`src/rtl/dspba_pipe_sched_pkg.sv`:
```
// Shared types and limits for the DSPBA pipe scheduler: shadow-stage record,
// requester-id width helper and parameter ranges.
package dspba_pipe_sched_pkg;

  localparam int unsigned MAX_REQS      = 16;
  localparam int unsigned MAX_LATENCY   = 64;
  localparam int unsigned MAX_TAG_WIDTH = 16;

  function automatic int unsigned id_width(input int unsigned n);
    return (n <= 1) ? 1 : $clog2(n);
  endfunction

  localparam int unsigned STAGE_ID_W = id_width(MAX_REQS);

  // One shadow stage; tag sized for the widest supported tag.
  typedef struct packed {
    logic                     valid;
    logic [STAGE_ID_W-1:0]    req_id;
    logic [MAX_TAG_WIDTH-1:0] tag;
  } stage_t;

endpackage

```
`src/rtl/dspba_pipe_sched_if.sv`:
```
// Requester / core / response signal bundle for the DSPBA pipe scheduler.
interface dspba_pipe_sched_if #(
  parameter int unsigned NUM_REQS   = 4,
  parameter int unsigned DATA_WIDTH = 64,
  parameter int unsigned RES_WIDTH  = 32,
  parameter int unsigned TAG_WIDTH  = 8
);
  logic [NUM_REQS-1:0]                 req_valid;
  logic [NUM_REQS-1:0]                 req_ready;
  logic [NUM_REQS-1:0][DATA_WIDTH-1:0] req_data;
  logic [NUM_REQS-1:0][TAG_WIDTH-1:0]  req_tag;
  logic                                core_ena;
  logic [DATA_WIDTH-1:0]               core_din;
  logic [RES_WIDTH-1:0]                core_dout;
  logic [NUM_REQS-1:0]                 rsp_valid;
  logic [NUM_REQS-1:0]                 rsp_ready;
  logic [RES_WIDTH-1:0]                rsp_data;
  logic [TAG_WIDTH-1:0]                rsp_tag;

  modport master (
    output req_valid, req_data, req_tag, core_dout, rsp_ready,
    input  req_ready, core_ena, core_din, rsp_valid, rsp_data, rsp_tag
  );

  modport slave (
    input  req_valid, req_data, req_tag, core_dout, rsp_ready,
    output req_ready, core_ena, core_din, rsp_valid, rsp_data, rsp_tag
  );
endinterface

```
`src/rtl/dspba_pipe_sched_track.sv`:
```
// Shadow pipe that follows the DSPBA core: LATENCY enabled stages of
// {valid, req_id, tag}, async clear.
module dspba_pipe_sched_track
  import dspba_pipe_sched_pkg::*;
#(
  parameter int unsigned LATENCY = 4
) (
  input  logic   clk,
  input  logic   aclr_n,
  input  logic   ena,
  input  stage_t din,
  output stage_t tail
);

  stage_t [LATENCY-1:0] pipe_q;

  always_ff @(posedge clk or negedge aclr_n) begin
    if (!aclr_n) begin
      pipe_q <= '0;
    end else if (ena) begin
      pipe_q[0] <= din;
      for (int unsigned i = 1; i < LATENCY; i++) pipe_q[i] <= pipe_q[i-1];
    end
  end

  assign tail = pipe_q[LATENCY-1];

endmodule

```
`src/rtl/dspba_pipe_sched.sv`:
```
// Round-robin issue scheduler for a shared fixed-latency DSPBA core.
// Optional 2-entry output skid buffer: define DSPBA_PIPE_SCHED_SKID_EN.
module dspba_pipe_sched
  import dspba_pipe_sched_pkg::*;
#(
  parameter int unsigned NUM_REQS   = 4,
  parameter int unsigned LATENCY    = 4,
  parameter int unsigned DATA_WIDTH = 64,
  parameter int unsigned RES_WIDTH  = 32,
  parameter int unsigned TAG_WIDTH  = 8
) (
  input logic               clk,
  input logic               aclr_n,
  dspba_pipe_sched_if.slave bus
);

  localparam int unsigned IW = id_width(NUM_REQS);

  logic [IW-1:0] rr_ptr_q;
  logic [IW-1:0] winner_c;
  logic [IW-1:0] idx_c;
  logic [IW-1:0] tail_id_c;
  logic          any_valid_c;
  logic          accept_c;
  logic          core_ena_c;
  stage_t        stage_in_c;
  stage_t        tail;
  logic          unused_c;

  // First valid requester searching upward from rr_ptr
  always_comb begin
    winner_c    = '0;
    idx_c       = '0;
    any_valid_c = 1'b0;
    for (int unsigned k = 0; k < NUM_REQS; k++) begin
      idx_c = IW'((32'(rr_ptr_q) + k) % NUM_REQS);
      if (!any_valid_c && bus.req_valid[idx_c]) begin
        any_valid_c = 1'b1;
        winner_c    = idx_c;
      end
    end
  end

  // Reset gates the grant so nothing is offered while aclr_n is low
  assign accept_c = aclr_n && core_ena_c && any_valid_c;

  always_comb begin
    bus.req_ready = '0;
    if (accept_c) bus.req_ready[winner_c] = 1'b1;
    bus.core_din = any_valid_c ? bus.req_data[winner_c] : '0;
    bus.core_ena = core_ena_c;
  end

  always_comb begin
    stage_in_c        = '0;
    stage_in_c.valid  = accept_c;
    stage_in_c.req_id = STAGE_ID_W'(winner_c);
    stage_in_c.tag    = MAX_TAG_WIDTH'(bus.req_tag[winner_c]);
  end

  always_ff @(posedge clk or negedge aclr_n) begin
    if (!aclr_n)       rr_ptr_q <= '0;
    else if (accept_c) rr_ptr_q <= IW'((32'(winner_c) + 32'd1) % NUM_REQS);
  end

  dspba_pipe_sched_track #(.LATENCY(LATENCY)) u_track (
    .clk    (clk),
    .aclr_n (aclr_n),
    .ena    (core_ena_c),
    .din    (stage_in_c),
    .tail   (tail)
  );

  assign tail_id_c = IW'(tail.req_id);
  assign unused_c  = ^tail;

`ifdef DSPBA_PIPE_SCHED_SKID_EN
  typedef struct packed {
    logic [IW-1:0]        id;
    logic [TAG_WIDTH-1:0] tag;
    logic [RES_WIDTH-1:0] data;
  } skid_t;

  skid_t      skid_q [2];
  logic [1:0] cnt_q;
  logic [1:0] cnt_next_c;
  logic       rd_q;
  logic       wr_q;
  logic       skid_full_q;
  skid_t      tail_e_c;
  skid_t      out_c;
  logic       out_valid_c;
  logic       take_c;
  logic       push_c;
  logic       pop_c;

  // Empty buffer bypasses the tail straight to the response bus
  always_comb begin
    tail_e_c    = '{id: tail_id_c, tag: TAG_WIDTH'(tail.tag), data: bus.core_dout};
    out_c       = (cnt_q != 2'd0) ? skid_q[rd_q] : tail_e_c;
    out_valid_c = (cnt_q != 2'd0) || tail.valid;
    take_c      = out_valid_c && bus.rsp_ready[out_c.id];
    pop_c       = take_c && (cnt_q != 2'd0);
    push_c      = core_ena_c && tail.valid && !((cnt_q == 2'd0) && take_c);
    cnt_next_c  = 2'(cnt_q + 2'(push_c) - 2'(pop_c));
  end

  assign core_ena_c = !skid_full_q;

  always_ff @(posedge clk or negedge aclr_n) begin
    if (!aclr_n) begin
      cnt_q       <= '0;
      rd_q        <= 1'b0;
      wr_q        <= 1'b0;
      skid_full_q <= 1'b0;
    end else begin
      cnt_q       <= cnt_next_c;
      skid_full_q <= (cnt_next_c == 2'd2);
      if (push_c) wr_q <= !wr_q;
      if (pop_c)  rd_q <= !rd_q;
    end
  end

  always_ff @(posedge clk) begin
    if (push_c) skid_q[wr_q] <= tail_e_c;
  end

  always_comb begin
    bus.rsp_valid = '0;
    if (out_valid_c) bus.rsp_valid[out_c.id] = 1'b1;
    bus.rsp_data = out_c.data;
    bus.rsp_tag  = out_c.tag;
  end
`else
  // A stalled tail freezes the core and the shadow pipe together
  assign core_ena_c = !tail.valid || bus.rsp_ready[tail_id_c];

  always_comb begin
    bus.rsp_valid = '0;
    if (tail.valid) bus.rsp_valid[tail_id_c] = 1'b1;
    bus.rsp_data = bus.core_dout;
    bus.rsp_tag  = TAG_WIDTH'(tail.tag);
  end
`endif

endmodule

```
`src/flat_wrapper.sv`:
```
// flat-port wrapper written by rule: the top's interface ports become plain ports
module dspba_pipe_sched_flat import dspba_pipe_sched_pkg::*;
#(
  parameter int unsigned NUM_REQS   = 4,
  parameter int unsigned LATENCY    = 4,
  parameter int unsigned DATA_WIDTH = 64,
  parameter int unsigned RES_WIDTH  = 32,
  parameter int unsigned TAG_WIDTH  = 8
)
  (clk, aclr_n, bus_req_valid, bus_req_data, bus_req_tag, bus_core_dout, bus_rsp_ready, bus_req_ready, bus_core_ena, bus_core_din, bus_rsp_valid, bus_rsp_data, bus_rsp_tag);
  dspba_pipe_sched_if #(.NUM_REQS(NUM_REQS), .DATA_WIDTH(DATA_WIDTH), .RES_WIDTH(RES_WIDTH), .TAG_WIDTH(TAG_WIDTH)) bus_i ();
  input logic clk;
  input logic aclr_n;
  input wire logic [$bits(bus_i.req_valid)-1:0] bus_req_valid;
  input wire logic [$bits(bus_i.req_data)-1:0] bus_req_data;
  input wire logic [$bits(bus_i.req_tag)-1:0] bus_req_tag;
  input wire logic [$bits(bus_i.core_dout)-1:0] bus_core_dout;
  input wire logic [$bits(bus_i.rsp_ready)-1:0] bus_rsp_ready;
  output wire logic [$bits(bus_i.req_ready)-1:0] bus_req_ready;
  output wire logic [$bits(bus_i.core_ena)-1:0] bus_core_ena;
  output wire logic [$bits(bus_i.core_din)-1:0] bus_core_din;
  output wire logic [$bits(bus_i.rsp_valid)-1:0] bus_rsp_valid;
  output wire logic [$bits(bus_i.rsp_data)-1:0] bus_rsp_data;
  output wire logic [$bits(bus_i.rsp_tag)-1:0] bus_rsp_tag;
  assign bus_i.req_valid = bus_req_valid;
  assign bus_i.req_data = bus_req_data;
  assign bus_i.req_tag = bus_req_tag;
  assign bus_i.core_dout = bus_core_dout;
  assign bus_i.rsp_ready = bus_rsp_ready;
  assign bus_req_ready = bus_i.req_ready;
  assign bus_core_ena = bus_i.core_ena;
  assign bus_core_din = bus_i.core_din;
  assign bus_rsp_valid = bus_i.rsp_valid;
  assign bus_rsp_data = bus_i.rsp_data;
  assign bus_rsp_tag = bus_i.rsp_tag;
  dspba_pipe_sched #(.NUM_REQS(NUM_REQS), .LATENCY(LATENCY), .DATA_WIDTH(DATA_WIDTH), .RES_WIDTH(RES_WIDTH), .TAG_WIDTH(TAG_WIDTH)) u_core (.clk(clk), .aclr_n(aclr_n), .bus(bus_i));
endmodule
```
`config.mk`:
```
export PLATFORM = sky130hd
export DESIGN_NAME = dspba_pipe_sched_flat
export DESIGN_NICKNAME = d
export VERILOG_FILES = /design/src/rtl/dspba_pipe_sched_pkg.sv /design/src/rtl/dspba_pipe_sched_if.sv /design/src/rtl/dspba_pipe_sched_track.sv /design/src/rtl/dspba_pipe_sched.sv /design/src/flat_wrapper.sv
export SDC_FILE = /design/constraint.sdc
export NUM_CORES = 1
export LEC_CHECK = 0
export ABC_AREA = 0
export CAP_MARGIN = 20
export CORE_AREA = 2 2 174 176
export DETAILED_ROUTE_END_ITERATION = 8
export DIE_AREA = 0 0 176 178
export PLACE_DENSITY = 0.55
export SETUP_SLACK_MARGIN = 0.1
export SYNTH_ARGS = -nofsm -noshare
export SYNTH_HDL_FRONTEND = slang
export SYNTH_SLANG_ARGS = --single-unit
```
`constraint.sdc`:
```
create_clock -name clk -period 2 [get_ports clk]
set_clock_uncertainty 0.1 [all_clocks]
set_input_delay 0.4 -clock clk [delete_from_list [all_inputs] [get_ports clk]]
set_output_delay 0.4 -clock clk [all_outputs]
set_load 0.005 [all_outputs]
```
==> tab_implementation.tex, run 1 <==
\begin{tabular}{lr}
\hline
Metric & Value \\
\hline
\multicolumn{2}{l}{\textbf{Yosys}} \\
Area share of xor/xnor cells in the synthesized design & 0.00171 \\
Area of the mapped netlist & 5110 µm² \\
Cell count after synthesis & 644 \\
Compound-cell area share of the yosys netlist & 0.251 \\
Combinational family with the most area after synthesis & compound AO/OA/AOI/OAI gates \\
Post-synthesis net count & about 970 \\
Yosys warning total & 0 \\
Proportion of synthesized chip area in sequential cells & 0.225 \\
Post-Synth Simple-Gate Area & 0.186 \\
Portion of netlist area occupied by mux cells & 0.163 \\
Yosys reg bits & 46 \\
Count of cell types in the netlist & 35 \\
Synthesized area divided by synthesized cell count & 7.94 µm² \\
Adder-cell share of the synthesized area & 0 \\
\multicolumn{2}{l}{\textbf{Clock tree}} \\
Buffer cell driving the clock tree root & sky130\_fd\_sc\_hd\_\_clkbuf\_16 \\
Number of buffers on the longest clock path & 2 \\
Clock tree sinks & 46 \\
Clock-pin slew of the registers on the worst-case setup and hold paths & 60 ps \\
Number of buffers created by CTS & 5 \\
CTS tree & built \\
Clk Latency, worst-skew pair & $\sim$280 ps \\
CTS H-tree lvls & 2 \\
\multicolumn{2}{l}{\textbf{STA}} \\
Slew Viols, Final & 0 \\
Headroom to the max-slew limit & 0.602 \\
\# setup viols final & 99 \\
Hold violation total from the final report & 0 \\
RSZ-0062 raised after global routing & yes \\
Maximum achievable frequency & 0.355 GHz \\
Slack of the critical path & -816 ps \\
Hold WS & 212 ps \\
Post-route fraction of the period consumed by the critical path & 1.41 \\
Min cycle time layout & 2820 ps \\
Measured slew at the worst slew-check pin & 597 ps \\
\multicolumn{2}{l}{\textbf{Route}} \\
Number of design-rule violations left by the first detailed-router iteration & 236 \\
Mean number of vias per cell & 4.54 \\
TritonRoute pass-1 iters & 4 \\
Overall routed net length & 29100 µm \\
WL/cell & 19.6 µm \\
Number of routed nets with antenna violations & 0 \\
Detailed-route DRC error count & 0 \\
Via Count & 6735 \\
\multicolumn{2}{l}{\textbf{Global route}} \\
Pin count of the biggest net entering global routing & 47 \\
Remaining Overflow, GRT & 0 \\
First-pass GRT wire length & 39000 µm \\
Overall global routing resource usage & 0.162 \\
Number of global-route vias before repair & about 6600 \\
Initial antenna violation count & 2 \\
\multicolumn{2}{l}{\textbf{Placement}} \\
Half-perimeter wire length after placement & 20100 µm \\
Final weighted congestion in routability-driven placement & between 0.8 and 0.9 \\
Count of port buffers added during placement & 378 \\
\multicolumn{2}{l}{\textbf{Job}} \\
Max\_cap viols & 0 \\
\multicolumn{2}{l}{\textbf{Worst hold path}} \\
Class of the tightest hold or removal check & in2async \\
\multicolumn{2}{l}{\textbf{Critical path}} \\
Worst r2r src & u\_core.rr\_ptr\_q[0] \\
Launch point of the critical path & u\_core.rr\_ptr\_q[0] \\
Kind of launch point of the worst setup path & flip-flop \\
Top fanout value on the critical path & 7 \\
Data arrival time at the worst-slack endpoint & 2320 ps \\
Worst Setup Path Type & reg2out \\
WP data required & 1500 ps \\
Type of element capturing the critical path & primary output \\
\multicolumn{2}{l}{\textbf{Power and ir drop}} \\
Cell area power density & 1160 nW/µm² \\
Static leakage power & 5.11 nW \\
PnR Total Power & approximately 15 mW \\
Maximum resistive drop on vdd & around 0.73 mV \\
\multicolumn{2}{l}{\textbf{Finish}} \\
Area Growth Syn to Fin & 146\% \\
Final net count & 1422 \\
Layout cell share with drive strength beyond 1 & 0.472 \\
Fill cell total of the finished layout & 2814 \\
\multicolumn{2}{l}{\textbf{Floorplan}} \\
Core Area & 29400 µm² \\
Area of the die & about 31000 µm² \\
Effective utilization at floorplan & 0.174 \\
Chip Width & 176 µm \\
Site Rows & 63 \\
Die H & 178 µm \\
IO Count & between 400 and 500 \\
\multicolumn{2}{l}{\textbf{Run status}} \\
Result of the run & finished, violations left \\
Violations in the final reports & negative setup slack \\
\hline
\end{tabular}
-- final cells by class --
cell class	instances	area, µm²	share of cell area
timing repair buffer	549	5750	0.457
multi-input combinational	422	4780	0.379
sequential	46	1150	0.0913
tap	390	488	0.0387
inverter	68	255	0.0203
clock buffer	6	139	0.0110
clock inverter	1	30.0	0.00238
antenna	2	5.00	0.000397
-- per-layer routing --
metal / vias to the layer above / global-route usage / share of wire
li1: 3194 / - / -
met2: 269 / 0.289 / 0.51
met3: 49 / 0.0362 / 0.069
met4: 0 / 0.0451 / 0.030
met5: - / 0 / 0
met1: 3223 / 0.195 / 0.39
-- worst paths after layout --
kind | endpoint | slack, ps | cells after the start
setup reg to reg | u_core.u_track.pipe_q[7] | -220 | 10
hold reg to reg | u_core.u_track.tail[20] | 370 | 1
max in group asynchronous | u_core.u_track.pipe_q[21] | 1180 | 2
setup / recovery | bus_core_din[47] | -820 | 9
min in group clk | u_core.u_track.tail[20] | 370 | 1
hold / removal | u_core.u_track.pipe_q[46] | 210 | 2
-- cells by family (layout without fill, tap and decap cells) --
| kind of cell | Yosys count | in the layout |
|---|---|---|
| AND/OR/NAND/NOR | 194 | 194 |
| buffers and inverters | 176 | 624 |
| AO/OA/AOI/OAI | 145 | 145 |
| multiplexers | 82 | 82 |
| flip-flops | 46 | 46 |
| XOR/XNOR | 1 | 1 |
| other | 0 | 2 |
-- synthesized netlist by cell type (all sizes together) --
| cell | instances | share of area |
|---|---|---|
| a211oi | 129 | 0.23 |
| nand2 | 101 | 0.074 |
| mux2i | 80 | 0.16 |
| buf | 74 | 0.098 |
| inv | 68 | 0.050 |
| nor4 | 65 | 0.080 |
| dfrtp | 46 | 0.23 |
| clkbuf | 34 | 0.025 |
| nor2 | 13 | 0.011 |
| a221oi | 8 | 0.014 |
| nor3 | 5 | 0.0059 |
| a21oi | 3 | 0.0029 |
| nand2b | 3 | 0.0037 |
| nor3b | 2 | 0.0039 |
| o21ai | 2 | 0.0020 |
| a211o | 1 | 0.0017 |
| a21o | 1 | 0.0015 |
| and3 | 1 | 0.0012 |
| and3b | 1 | 0.0017 |
| mux2 | 1 | 0.0022 |
| mux4 | 1 | 0.0044 |
| nand3b | 1 | 0.0022 |
| nor2b | 1 | 0.0012 |
| o22ai | 1 | 0.0012 |
| or3 | 1 | 0.0012 |
| xnor2 | 1 | 0.0017 |
-- state kept, by name (all words and copies together) (netlist names) --
| name | cells |
|---|---|
| u_core.u_track.pipe_q | 33 |
| u_core.u_track.tail | 11 |
| u_core.rr_ptr_q | 2 |
-- power breakdown --
group          switching (mW)  leakage [nW]  internal [mW]  total [mW]
Sequential              0.379         0.547           1.42        1.79
Combinational            5.43          4.48           6.49        11.9
Clock                   0.342        0.0830          0.617       0.959
Total                    6.15          5.11           8.52        14.7
-- critical path, cell delays in order, from the launching register on --
cell and delay (ps):
sky130_fd_sc_hd__dfrtp_1 420, sky130_fd_sc_hd__nand2b_4 180, sky130_fd_sc_hd__a21oi_4 90, sky130_fd_sc_hd__or3_4 480
sky130_fd_sc_hd__buf_6 170, sky130_fd_sc_hd__clkbuf_16 170, sky130_fd_sc_hd__buf_4 140, sky130_fd_sc_hd__a211oi_4 190
sky130_fd_sc_hd__a211oi_2 60, sky130_fd_sc_hd__clkbuf_2 120
-- placed cells by master (no fill, tap or decap), types with 11 or more instances in the layout --
cell                              netlist  routed
sky130_fd_sc_hd__buf_12                 0      33
sky130_fd_sc_hd__buf_6                  6      49
sky130_fd_sc_hd__buf_4                 42      63
sky130_fd_sc_hd__mux2i_2                0      11
sky130_fd_sc_hd__nor4_2                 0      27
sky130_fd_sc_hd__mux2i_1               80      66
sky130_fd_sc_hd__a211oi_2              40      96
sky130_fd_sc_hd__nand2_1              101      54
sky130_fd_sc_hd__nor4_4                 0      31
sky130_fd_sc_hd__clkdlybuf4s50_1        0     296
sky130_fd_sc_hd__inv_1                 67      67
sky130_fd_sc_hd__buf_8                  0      11
sky130_fd_sc_hd__nand2_4                0      19
sky130_fd_sc_hd__buf_2                 17      54
sky130_fd_sc_hd__nand2_2                0      28
sky130_fd_sc_hd__clkbuf_16              0      11
sky130_fd_sc_hd__buf_16                 0      11
sky130_fd_sc_hd__dfrtp_1               46      46
sky130_fd_sc_hd__a211oi_4               0      24
sky130_fd_sc_hd__dlygate4sd2_1          0      13
-- what timing repair did --
action / 4_1_cts / 5_1_grt
setup buffers: 31 / 36
pin swaps: 55 / 114
hold buffers: 0 / 0
gates cloned: 11 / 8
gates resized for setup: 388 / 230
setup endpoints to repair: 110 / 111
-- per-stage QoR --
stage	utilization	setup WS, ps	setup TNS, ps	area [µm²]	cells
after detailed placement	0.344	-1550	-106880	10100	1396
after CTS	0.388	-799	-48120	11400	1444
final	0.429	-816	-50380	12600	1484
after global routing	0.429	-890	-57420	12600	1483
after floorplan	-	-114	-5360	5610	644
after global placement	0.344	-1540	-105290	10100	1396
(Power assumes the default switching activity.)
==> run 2, diff against run 1 <==
--- a/config.mk
+++ b/config.mk
@@ -6,12 +6,13 @@
 export NUM_CORES = 1
 export LEC_CHECK = 0
 export ABC_AREA = 0
-export CAP_MARGIN = 20
-export CORE_AREA = 2 2 174 176
+export CORE_AREA = 2 2 171 173
 export DETAILED_ROUTE_END_ITERATION = 8
-export DIE_AREA = 0 0 176 178
-export PLACE_DENSITY = 0.55
+export DIE_AREA = 0 0 173 175
+export DONT_BUFFER_PORTS = 1
+export PLACE_DENSITY = 0.36
 export SETUP_SLACK_MARGIN = 0.1
 export SYNTH_ARGS = -nofsm -noshare
 export SYNTH_HDL_FRONTEND = slang
 export SYNTH_SLANG_ARGS = --single-unit
+export TNS_END_PERCENT = 50
==> tab_implementation.tex, run 2 (synthesis gave the netlist of run 1 again) <==
\begin{tabular}{lr}
\hline
Metric & Value \\
\hline
\multicolumn{2}{l}{\textbf{STA}} \\
Maximum achievable frequency & 0.379 GHz \\
Hold violation total from the final report & 0 \\
\# setup viols final & 77 \\
RSZ-0062 raised after global routing & yes \\
Slack of the critical path & -639 ps \\
Slew Viols, Final & 0 \\
Min cycle time layout & 2640 ps \\
Headroom to the max-slew limit & 0.531 \\
Post-route fraction of the period consumed by the critical path & 1.32 \\
Measured slew at the worst slew-check pin & 697 ps \\
Setup TNS & -37570 ps \\
\multicolumn{2}{l}{\textbf{Floorplan}} \\
Site Rows & a little over 60 \\
Die H & 175 µm \\
Chip Width & $\sim$170 µm \\
Area of the die & between 30000 and 40000 µm² \\
Core Area & 28400 µm² \\
Effective utilization at floorplan & 0.180 \\
IO Count & 443 \\
\multicolumn{2}{l}{\textbf{Critical path}} \\
Reg2Reg Setup Slack & -110 ps \\
Type of element capturing the critical path & primary output \\
WP data required & 1500 ps \\
Critical-path top delay cell & sky130\_fd\_sc\_hd\_\_or3\_4 \\
Worst r2r src & u\_core.rr\_ptr\_q[0] \\
Data arrival time at the worst-slack endpoint & 2140 ps \\
Launch point of the critical path & u\_core.rr\_ptr\_q[1] \\
Cells on worst reg2reg path & 8 \\
Slowest stage delay, CP & 450 ps \\
Worst Setup Path Type & reg2out \\
Kind of launch point of the worst setup path & flip-flop \\
Top fanout value on the critical path & 5 \\
Cell-by-cell trace of the critical path & a21oi\_2 -> nor3b\_4 -> or3\_4 -> buf\_12 -> buf\_4 -> a211oi\_2 -> a211oi\_2 -> buf\_4 \\
\multicolumn{2}{l}{\textbf{Placement}} \\
Half-perimeter wire length after placement & 16900 µm \\
Placed standard-cell area & 6040 µm² \\
Worst slack at placement & -514 ps \\
Count of port buffers added during placement & 0 \\
Final weighted congestion in routability-driven placement & 0.823 \\
\multicolumn{2}{l}{\textbf{Run status}} \\
Result of the run & finished, violations left \\
Violations in the final reports & negative setup slack \\
\multicolumn{2}{l}{\textbf{Power and ir drop}} \\
Sw Ratio & 0.454 \\
Cell area power density & between 1000 and 1500 nW/µm² \\
Maximum resistive drop on vdd & 0.580 mV \\
Internal Dissipation & $\sim$5.6 mW \\
PnR Total Power & 10.3 mW \\
Static leakage power & 2.99 nW \\
Power share of the combinational group & 0.741 \\
Sequential share of power & 0.164 \\
Clock group share of total power & 0.095 \\
Power dissipated by switching net loads & 4.67 mW \\
\multicolumn{2}{l}{\textbf{Worst hold path}} \\
Class of the tightest hold or removal check & in2reg \\
Worst hold path depth & 2 \\
Min-delay src & bus\_req\_tag[29] \\
\multicolumn{2}{l}{\textbf{Global route}} \\
Overall global routing resource usage & 0.135 \\
Number of global-route vias before repair & slightly above 5000 \\
Pin count of the biggest net entering global routing & 47 \\
Initial antenna violation count & 3 \\
Remaining Overflow, GRT & 0 \\
First-pass GRT wire length & 31800 µm \\
\multicolumn{2}{l}{\textbf{Finish}} \\
Final net count & 992 \\
Flip-flop count of the largest register after layout & 33 \\
Fill cell total of the finished layout & 3082 \\
Design Area, Final & 7350 µm² \\
Area Growth Syn to Fin & 43.7\% \\
Commonest non-fill, non-tap cell in the layout & sky130\_fd\_sc\_hd\_\_nand2\_1 \\
Most flop-heavy register & u\_core.u\_track.pipe\_q \\
Highest-count cells in the layout ignoring fill and taps & sky130\_fd\_sc\_hd\_\_nand2\_1 (101), sky130\_fd\_sc\_hd\_\_a211oi\_2 (97), sky130\_fd\_sc\_hd\_\_mux2i\_1 (69), sky130\_fd\_sc\_hd\_\_buf\_4 (69), sky130\_fd\_sc\_hd\_\_inv\_1 (67) \\
Layout cell share with drive strength beyond 1 & 0.446 \\
\multicolumn{2}{l}{\textbf{Clock tree}} \\
CTS H-tree lvls & 2 \\
Number of buffers on the longest clock path & 2 \\
Buffer cell driving the clock tree root & sky130\_fd\_sc\_hd\_\_clkbuf\_16 \\
Clock-pin slew of the registers on the worst-case setup and hold paths & 70 ps \\
Number of buffers created by CTS & 5 \\
Clk Latency, worst-skew pair & 290 ps \\
CTS tree & built \\
Clock tree sinks & 46 \\
\multicolumn{2}{l}{\textbf{Route}} \\
Via Count & approximately 5000 \\
WL/cell & 22.0 µm \\
TritonRoute pass-1 iters & 5 \\
Overall routed net length & 23000 µm \\
Number of design-rule violations left by the first detailed-router iteration & 193 \\
Detailed-route DRC error count & 0 \\
Number of routed nets with antenna violations & 0 \\
Mean number of vias per cell & around 4.8 \\
\multicolumn{2}{l}{\textbf{Job}} \\
Max\_cap viols & 0 \\
\hline
\end{tabular}
## run 2: changes by cell type in the layout (fill, tap and decap cells not counted), sizes merged
cell,delta
bufbuf,-1
clkinv,+1
buf,-106
clkdlybuf4s15,-2
inv,+1
dlygate4sd2,-13
clkdlybuf4s50,-296
clkbuf,-14
dlygate4sd3,+1
## run 2: critical path: cells and delay by family, from the launching register on
kind | cells | cell delay [ps]
AND/OR/NAND/NOR | 2 | 540
AO/OA/AOI/OAI | 3 | 470
buffers and inverters | 3 | 440
flip-flops | 1 | 390
## run 2: layer usage
metal,vias to the layer above,share of wire,global-route usage,wire (µm)
met2,247,0.50,0.240,11600
li1,2322,-,-,-
met3,38,0.061,0.0270,1400
met4,0,0.021,0.0311,476
met5,-,0,0,0
met1,2429,0.42,0.168,9580
## run 2: area by class of cell
type                    instances  area [µm²]  share of cell area
multi-input cells             422        3890               0.530
clock inverters                 3        43.8             0.00596
diodes                          2        5.00            0.000681
flip-flops and latches         46        1150               0.157
clock buffers                   5         125              0.0170
well taps                     384         480              0.0654
inverters                      68         255              0.0347
repair buffers                119        1400               0.190
## run 2: path summary, 6_finish.rpt
path / to
worst max-delay path: bus_core_din[54]
worst min-delay path: u_core.u_track.pipe_q[5]
worst max register to register: u_core.u_track.pipe_q[5]
worst min register to register: u_core.u_track.pipe_q[26]
max in group asynchronous: u_core.u_track.tail[1]
min in group asynchronous: u_core.u_track.pipe_q[1]
## run 2: power by group through the flow
stage	sequential (mW)	clock, mW	combinational, mW
floorplan	1.63	0	4.12
global placement	1.70	0	5.86
detailed placement	1.71	0	5.84
CTS	1.69	0.995	6.85
global route	1.76	1.03	8.23
finish	1.69	0.975	7.63
## run 2: through the flow
stage | hold WS [ps] | util | instances
3_3_place_gp | 5.28 | 0.213 | 1016
4_1_cts | 225 | 0.240 | 1034
5_1_grt | 283 | 0.259 | 1048
3_5_place_dp | 5.33 | 0.213 | 1016
2_1_floorplan | 4.41 | - | 644
6_report | 244 | 0.259 | 1049
## run 2: repair_timing
action / CTS / global route
resized for setup: 84 / 73
cloned: 4 / 3
hold buffers: 2 / 0
setup endpoints to repair: 80 / 100
pin swaps: 43 / 43
hold endpoints to repair: 46 / 0
setup buffers: 4 / 10
==> run 3, diff against run 2 <==
--- a/config.mk
+++ b/config.mk
@@ -10,8 +10,8 @@
 export DETAILED_ROUTE_END_ITERATION = 8
 export DIE_AREA = 0 0 173 175
 export DONT_BUFFER_PORTS = 1
-export PLACE_DENSITY = 0.36
 export SETUP_SLACK_MARGIN = 0.1
+export SKIP_LAST_GASP = 1
 export SYNTH_ARGS = -nofsm -noshare
 export SYNTH_HDL_FRONTEND = slang
 export SYNTH_SLANG_ARGS = --single-unit
==> tab_implementation.tex, run 3 (synthesis gave the netlist of run 1 again) <==
\begin{tabular}{lr}
\hline
Metric & Value \\
\hline
\multicolumn{2}{l}{\textbf{STA}} \\
\# setup viols final & 77 \\
Slack of the critical path & -714 ps \\
Setup TNS & -44740 ps \\
Hold WS & 244 ps \\
Hold violation total from the final report & 0 \\
Headroom to the max-slew limit & 0.535 \\
Min cycle time layout & 2710 ps \\
Slew Viols, Final & 0 \\
Post-route fraction of the period consumed by the critical path & 1.36 \\
Maximum achievable frequency & 0.368 GHz \\
Measured slew at the worst slew-check pin & 695 ps \\
RSZ-0062 raised after global routing & yes \\
\multicolumn{2}{l}{\textbf{Placement}} \\
Half-perimeter wire length after placement & 17300 µm \\
Count of port buffers added during placement & 0 \\
Cell Count Post-Placement & 1011 \\
Final weighted congestion in routability-driven placement & 0.902 \\
Worst slack at placement & -595 ps \\
\multicolumn{2}{l}{\textbf{Finish}} \\
Most flop-heavy register & u\_core.u\_track.pipe\_q \\
Utilization after layout & 0.248 \\
Highest-count cells in the layout ignoring fill and taps & sky130\_fd\_sc\_hd\_\_nand2\_1 (101), sky130\_fd\_sc\_hd\_\_a211oi\_2 (94), sky130\_fd\_sc\_hd\_\_buf\_4 (86) \\
Final standard cell count with taps included and fillers excluded & 1042 \\
Commonest non-fill, non-tap cell in the layout & sky130\_fd\_sc\_hd\_\_nand2\_1 \\
Final net count & 984 \\
Area Growth Syn to Fin & 37.6\% \\
Layout cell share with drive strength beyond 1 & 0.423 \\
Flip-flop count of the largest register after layout & 33 \\
\multicolumn{2}{l}{\textbf{Global route}} \\
Overall global routing resource usage & 0.136 \\
Pin count of the biggest net entering global routing & 48 \\
Initial antenna violation count & 5 \\
First-pass GRT wire length & 31400 µm \\
Number of global-route vias before repair & 5023 \\
Remaining Overflow, GRT & 0 \\
\multicolumn{2}{l}{\textbf{Critical path}} \\
Kind of launch point of the worst setup path & flip-flop \\
Launch point of the critical path & u\_core.rr\_ptr\_q[1] \\
Worst Setup Path Type & reg2out \\
Reg2Reg Setup Slack & -410 ps \\
Cell-by-cell trace of the critical path & a21oi\_2 -> nor3b\_4 -> buf\_12 -> or3\_4 -> buf\_12 -> a211oi\_2 -> buf\_4 -> a211oi\_2 -> buf\_4 \\
Cells on worst reg2reg path & 9 \\
Top fanout value on the critical path & 11 \\
Crit path max-delay family & buffers and inverters \\
Worst reg2reg path endpoint & u\_core.u\_track.pipe\_q[7] \\
Worst r2r src & u\_core.rr\_ptr\_q[0] \\
Critical-path top delay cell & sky130\_fd\_sc\_hd\_\_or3\_4 \\
WP data required & 1500 ps \\
Data arrival time at the worst-slack endpoint & roughly 2200 ps \\
Slowest stage delay, CP & 410 ps \\
Type of element capturing the critical path & primary output \\
Crit path buffers/inverters & 4 \\
\multicolumn{2}{l}{\textbf{Clock tree}} \\
Clk Latency, worst-skew pair & 290 ps \\
CTS H-tree lvls & 2 \\
CTS tree & built \\
Number of buffers created by CTS & 5 \\
Buffer cell driving the clock tree root & sky130\_fd\_sc\_hd\_\_clkbuf\_16 \\
Clock-pin slew of the registers on the worst-case setup and hold paths & roughly 70 ps \\
Number of buffers on the longest clock path & 2 \\
Clock tree sinks & 46 \\
\multicolumn{2}{l}{\textbf{Route}} \\
Mean number of vias per cell & approximately 5 \\
TritonRoute pass-1 iters & 5 \\
Met3 WL & 1900 µm \\
Met2 layer wire length in the routed design & 11000 µm \\
DR top layer & met5 \\
Number of design-rule violations left by the first detailed-router iteration & between 300 and 400 \\
Number of routed nets with antenna violations & 0 \\
Detailed-route DRC error count & 0 \\
Via Count & 5194 \\
WL/cell & $\sim$22 µm \\
Overall routed net length & between 20000 and 25000 µm \\
Routed metal-1 wirelength & 9380 µm \\
\multicolumn{2}{l}{\textbf{Worst hold path}} \\
Class of the tightest hold or removal check & in2reg \\
Min-delay src & bus\_req\_tag[27] \\
Worst hold path depth & 2 \\
Worst min-delay path endpoint & u\_core.u\_track.pipe\_q[3] \\
\multicolumn{2}{l}{\textbf{Floorplan}} \\
Effective utilization at floorplan & 0.180 \\
Area of the die & 30300 µm² \\
IO Count & 443 \\
Chip Width & 173 µm \\
Die H & 175 µm \\
Core Area & 28400 µm² \\
Site Rows & 62 \\
\multicolumn{2}{l}{\textbf{Power and ir drop}} \\
Static leakage power & approximately 2.8 nW \\
Cell area power density & around 1400 nW/µm² \\
Maximum resistive drop on vdd & 0.435 mV \\
\multicolumn{2}{l}{\textbf{Run status}} \\
Violations in the final reports & negative setup slack \\
Result of the run & finished, violations left \\
\multicolumn{2}{l}{\textbf{Job}} \\
Max\_cap viols & 0 \\
\hline
\end{tabular}
[run 3: changes by cell type in the layout (fill, tap and decap cells not counted), moves of 3 or more]
cell	before	now
sky130_fd_sc_hd__buf_4	69	86
sky130_fd_sc_hd__buf_6	17	6
sky130_fd_sc_hd__nor4_1	46	35
sky130_fd_sc_hd__a211oi_1	16	26
sky130_fd_sc_hd__mux2i_4	1	10
sky130_fd_sc_hd__nor4_2	19	28
sky130_fd_sc_hd__mux2i_2	10	2
sky130_fd_sc_hd__a211oi_4	16	9
sky130_fd_sc_hd__a221oi_1	1	8
sky130_fd_sc_hd__a221oi_2	7	0
sky130_fd_sc_hd__buf_12	18	11
sky130_fd_sc_hd__buf_8	5	0
sky130_fd_sc_hd__nor3_1	0	4
sky130_fd_sc_hd__a211oi_2	97	94
[run 3: final cells by class]
type	count	area, µm²
inverters	68	255
fillers	3096	21400
clock buffers	6	139
clock inverters	2	12.5
diodes	3	7.51
multi-input cells	422	3860
well taps	384	480
repair buffers	111	1130
flip-flops and latches	46	1150
[run 3: repair_timing]
| item | 4_1_cts | 5_1_grt |
|---|---|---|
| pin swaps | 15 | 6 |
| resized for setup | 60 | 47 |
| setup buffers | 7 | 6 |
| hold buffers | 2 | 0 |
| cloned | 3 | 2 |
| setup endpoints to repair | 78 | 91 |
| hold endpoints to repair | 46 | 0 |
[run 3: power breakdown]
| part | total [mW] | leakage (nW) | internal, mW | switching [mW] |
|---|---|---|---|---|
| combinational | 7.09 | 2.22 | 3.22 | 3.87 |
| sequential | 1.69 | 0.547 | 1.41 | 0.274 |
| clock | 0.853 | 0.0729 | 0.495 | 0.358 |
| total | 9.63 | 2.84 | 5.13 | 4.50 |
[run 3: how the worst max path moves through the flow]
stage,endpoint,slack [ps],depth (start not counted)
CTS,bus_core_din[1],-720,9
floorplan,bus_core_din[25],-110,8
global route,bus_core_din[0],-800,8
global placement,bus_core_din[56],-590,8
finish,bus_core_din[1],-710,9
detailed placement,bus_core_din[56],-600,8
[run 3: per-layer routing]
metal  vias up  GRT usage
li1       2312          -
met1      2457      0.170
met2       361      0.222
met3        62     0.0342
met4         2     0.0593
met5         -          0
[run 3: stage by stage]
stage	instance area, µm²	power [mW]
2_1_floorplan	5300	5.75
3_3_place_gp	5970	7.41
3_5_place_dp	5970	7.51
4_1_cts	6650	9.15
5_1_grt	7040	10.3
6_report	7040	9.63
